--- src/rtl/imem_port_arbiter.sv ---
// Arbiter sharing a single-port synchronous instruction memory between fetch (read-only)
// and a loader/debug port (read/write). Loader bursts are bounded so fetch always progresses.
module imem_port_arbiter #(
  parameter int ADDR_W       = 9,
  parameter int DATA_W       = 33,
  parameter int MAX_BURST    = 16,
  parameter int HANDBACK_CYC = 2
) (
  input  logic              clk,
  input  logic              rst,
  input  logic              fetch_en,
  input  logic [ADDR_W-1:0] fetch_addr,
  output logic [DATA_W-1:0] fetch_data,
  output logic              fetch_valid,
  output logic              arb_stall,
  input  logic              ld_req,
  input  logic              ld_we,
  input  logic [ADDR_W-1:0] ld_addr,
  input  logic [DATA_W-1:0] ld_wdata,
  output logic              ld_gnt,
  output logic [DATA_W-1:0] ld_rdata,
  output logic              ld_rvalid,
  output logic [ADDR_W-1:0] mem_addr,
  output logic              mem_wren,
  output logic [DATA_W-1:0] mem_wdata,
  input  logic [DATA_W-1:0] mem_q
);

  localparam int BW = $clog2(MAX_BURST + 1);
  localparam int HW = $clog2(HANDBACK_CYC + 1);

  localparam logic [BW-1:0] BURST_ZERO = {BW{1'b0}};
  localparam logic [BW-1:0] BURST_ONE  = BW'(1);
  localparam logic [BW-1:0] BURST_MAX  = BW'(MAX_BURST);
  localparam logic [HW-1:0] HB_ZERO    = {HW{1'b0}};
  localparam logic [HW-1:0] HB_ONE     = HW'(1);
  localparam logic [HW-1:0] HB_INIT    = HW'(HANDBACK_CYC);

  typedef enum logic [1:0] {
    FETCH    = 2'd0,
    LOAD     = 2'd1,
    HANDBACK = 2'd2
  } state_t;

  state_t          state_r;
  logic [BW-1:0]   burst_cnt_r;
  logic [HW-1:0]   hb_cnt_r;
  logic            gnt_s;
  logic [BW-1:0]   burst_nxt_s;

  // Loader wins the port unless in reset or in the reserved fetch window.
  always_comb begin
    gnt_s       = 1'b0;
    burst_nxt_s = burst_cnt_r + BURST_ONE;
    if (!rst && ld_req && (state_r != HANDBACK)) begin
      gnt_s = 1'b1;
    end else begin
      gnt_s = 1'b0;
    end
  end

  assign ld_gnt     = gnt_s;
  assign arb_stall  = gnt_s;
  assign mem_addr   = gnt_s ? ld_addr : fetch_addr;
  assign mem_wren   = gnt_s & ld_we;
  assign mem_wdata  = ld_wdata;
  assign fetch_data = mem_q;
  assign ld_rdata   = mem_q;

  // Burst-limiting FSM and the one-cycle read-return valids.
  always_ff @(posedge clk) begin
    if (rst) begin
      state_r     <= FETCH;
      burst_cnt_r <= BURST_ZERO;
      hb_cnt_r    <= HB_ZERO;
      fetch_valid <= 1'b0;
      ld_rvalid   <= 1'b0;
    end else begin
      fetch_valid <= fetch_en & ~gnt_s;
      ld_rvalid   <= gnt_s & ~ld_we;
      case (state_r)
        FETCH: begin
          if (gnt_s) begin
            burst_cnt_r <= BURST_ONE;
            if (BURST_ONE >= BURST_MAX) begin
              state_r  <= HANDBACK;
              hb_cnt_r <= HB_INIT;
            end else begin
              state_r <= LOAD;
            end
          end else begin
            burst_cnt_r <= BURST_ZERO;
          end
        end
        LOAD: begin
          if (gnt_s) begin
            burst_cnt_r <= burst_nxt_s;
            if (burst_nxt_s >= BURST_MAX) begin
              state_r  <= HANDBACK;
              hb_cnt_r <= HB_INIT;
            end else begin
              state_r <= LOAD;
            end
          end else begin
            // a single idle cycle ends the burst
            state_r     <= FETCH;
            burst_cnt_r <= BURST_ZERO;
          end
        end
        HANDBACK: begin
          if (hb_cnt_r <= HB_ONE) begin
            state_r     <= FETCH;
            burst_cnt_r <= BURST_ZERO;
            hb_cnt_r    <= HB_ZERO;
          end else begin
            hb_cnt_r <= hb_cnt_r - HB_ONE;
          end
        end
        default: begin
          state_r     <= FETCH;
          burst_cnt_r <= BURST_ZERO;
          hb_cnt_r    <= HB_ZERO;
        end
      endcase
    end
  end

endmodule
--- config.mk ---
export PLATFORM = sky130hd
export DESIGN_NAME = imem_port_arbiter
export DESIGN_NICKNAME = d
export VERILOG_FILES = /design/src/rtl/imem_port_arbiter.sv
export SDC_FILE = /design/constraint.sdc
export NUM_CORES = 1
export LEC_CHECK = 0
export CAP_MARGIN = 20
export CORE_AREA = 4 4 76 78
export CTS_CLUSTER_DIAMETER = 50
export DETAILED_ROUTE_END_ITERATION = 10
export DIE_AREA = 0 0 80 82
export DONT_BUFFER_PORTS = 1
export PLACE_DENSITY_LB_ADDON = 0.15
export SETUP_SLACK_MARGIN = 0.15
export SLEW_MARGIN = 20
export SYNTH_ARGS = -nofsm -noshare
export SYNTH_HDL_FRONTEND = slang
export SYNTH_SLANG_ARGS = --single-unit
--- constraint.sdc ---
create_clock -name clk -period 2.5 [get_ports clk]
set_input_delay 0.125 -clock clk [delete_from_list [all_inputs] [get_ports clk]]
set_output_delay 0.125 -clock clk [all_outputs]
set_load 0.1 [all_outputs]
==> results.toml <==
[min_path]
min_path_type = "input port to flop"
min_from = "fetch_en"

[global_route]
grt_pass1_wl_um = 3490
grt_pass1_vias = 723
grt_max_degree = 17
grt_antenna_before_repair = 0
grt_use_total = 0.0703
gr-total-overflow = 0

[drt]
firstDrtPassIters = 3
totalWireLength_um = 2390
drt_iter0_drc = 20
drc = 0
ant_nets = 0
num_vias = 682
vias_per_cell = 3.90
wire_per_inst_um = 13.7

[synth]
yosysTopAreaCell = "buf_4"
syn-num-nets = 285
ys.flop_type = "dfxtp_1"
async_reset_ff_frac = 0
synth_top_area_share = 0.527
seq_area_frac_synth = 0.155
yosys-top-cells-count = "buf_4 (100), nand2_1 (32), dfxtp_1 (11), a21oi_1 (7)"
synth-seq-cells = 11
postSynthAreaPerCell_sq_um = 7.42
yosysMostFrequentCell = "buf_4"
synth_cell_types = 27
synth_edf_count = 0
synth_area_leaders = "buf_4 (53%), dfxtp_1 (15%), nand2_1 (8.4%)"
ys_warn_count = 0
syn_inst = 192
netlist_area_sq_um = 1430

[floorplan]
die_height_um = 82
core_area_sq_um = 5070
ios = 202
die_x_um = 80
initial_core_util = 0.281
rows = 26
die_area_sq_um = 6560

[sta]
slew_headroom = 0.372
fin_skew_ps = 0.858
rsz0062_at_grt = "no"
layout_setup_ws_ps = 402
finalSetupViolations = 0
fmax_mhz = 477
fin_tns_setup_ps = 0
maxSlewViolCount = 0
hold_viol_final = 0
worst_slew_pin_slew_ps = 941
fin_crit_sh = 0.839
period_needed_ps = 2100

[placed_design]
port_buffers = 0
place_ws_ps = 466
dp_hpwl_um = 1850
placedCellCount = 169
place.gp.congestion = 0.723

[critical_path]
r2r_slack_ps = 450
startpoint_type = "flop"
crit_type = "flop to output port"
end_kind = "output port"
critical_path.max_fanout = 16
slowest_stage = "or3b_4"
r2r-end = "burst_cnt_r[3]$_SDFFE_PP0P_"
worst-path-buf-inv = 3
arrival_ps = 1970
crit_end = "mem_wren"
startpoint = "state_r[0]$_SDFFE_PP0P_"
r2r_start = "state_r[0]$_SDFFE_PP0P_"
critPathTopFamily = "simple AND/OR/NAND/NOR gates"
crit_path_max_incr_delay_ps = 490
reg2regPathDepth = 7
path_cells = "inv_1, ha_1, or3b_4, clkinv_2, and2_1, buf_12"
crit_cells = 6
crit_required_ps = 2380

[cells_and_area]
drive_gt1_frac = 0.286
fin_cells = 175
synthToLayoutAreaGrowth_pct = -27.1
post-route-util = 0.205
n_fill_cell = 592
layout.nets = 199
antennaDiodeCount = 0

[clock_network]
cts.sinks = 11
numCtsBuffers = 3
path_clk_slew_ps = 50
post_cts_buffers = 0
ctsHoldBuffers = 2
htreeDepth = 1
clock_latency_ps = 230
post_cts_resized = 0
cts_tree = "yes"
root_buffer = "clkbuf_8"
clockBufferDepth = 2

[run]
max-cap-violations = 0

[power]
p_int_mw = 0.362
switchingPower_mw = 0.226
vdd_drop_max_mv = 0.245
p_seq_frac = 0.329
comb_power_share = 0.369
leakagePower_nw = 0.406
swShare = 0.384
clockPowerShare = 0.302
cellPowerDensity_nw_per_um2 = 566

[status]
status = "completed"
[area by class of cell]
class                      count  area (sq um)  share of cell area
multi-input combinational     73           438               0.422
inverter                       3          12.5              0.0120
timing repair buffer          14           235               0.227
clock buffer                   4          45.0              0.0434
tap                           70          87.6              0.0843
sequential                    11           220               0.212
[power groups by stage]
stage          Sequential (mW)  Combinational [mW]  Clock (mW)
2_1_floorplan            0.196               0.897           0
3_3_place_gp             0.197               0.214           0
3_5_place_dp             0.197               0.214           0
4_1_cts                  0.193               0.219       0.187
5_1_grt                  0.193               0.226       0.195
6_report                 0.193               0.217       0.177
[per-stage QoR]
stage / power [mW] / instance area [sq um] / hold slack [ps]
detailed placement: 0.411 / 973 / 197
finish: 0.588 / 1040 / 49.2
global route: 0.614 / 1040 / 37.9
CTS: 0.599 / 1040 / 40.5
global placement: 0.410 / 973 / 196
floorplan: 1.09 / 1450 / 197
[worst register-to-register path, stage by stage, from the launching register on]
cell and delay (ps):
dfxtp_1 350, inv_1 70, ha_1 220, or3b_4 490
clkinv_2 210, and2_4 220, a41oi_1 150, a311oi_2 250
[sequential cells by signal (all words and copies together), names as in the netlist]
name	flops
burst_cnt_r	5
fetch_valid	1
hb_cnt_r	2
ld_rvalid	1
state_r	2
[cell usage in the layout (no fill, tap or decap), drive strengths merged, types with 2 or more instances in the layout]
master       instances
inv                  2
and2                 4
buf                 12
mux2                 2
nand2               32
o21ai                3
nor2b                3
nand2b               3
dfxtp               11
clkbuf               4
nand3                2
a21oi                7
nor2                 3
a311oi               2
dlygate4sd3          2
ha                   4
[worst min path at each step]
stage / end / cells after the start
2_1_floorplan: ld_rvalid$_SDFF_PP0_ / 1
3_3_place_gp: burst_cnt_r[3]$_SDFFE_PP0P_ / 1
3_5_place_dp: burst_cnt_r[3]$_SDFFE_PP0P_ / 1
4_1_cts: fetch_valid$_SDFF_PP0_ / 1
5_1_grt: fetch_valid$_SDFF_PP0_ / 1
6_report: fetch_valid$_SDFF_PP0_ / 1
[kinds of logic after synthesis]
group / Yosys count / share of synthesized area
XOR/XNOR: 1 / 0.00615
buffers and inverters: 108 / 0.554
adder cells (fa/ha/maj): 4 / 0.0351
multiplexers: 2 / 0.0158
AO/OA/AOI/OAI: 16 / 0.0729
AND/OR/NAND/NOR: 50 / 0.162
flip-flops: 11 / 0.155
[per-layer routing]
layer | GRT usage | routed length (um) | share of wire | up-vias
met5 | 0 | 0 | 0 | -
met4 | 0.0591 | 99 | 0.041 | 0
met3 | 0.0504 | 297 | 0.12 | 21
met2 | 0.0869 | 1060 | 0.44 | 31
met1 | 0.0788 | 933 | 0.39 | 299
li1 | - | - | - | 331
(Power assumes the default switching activity.)
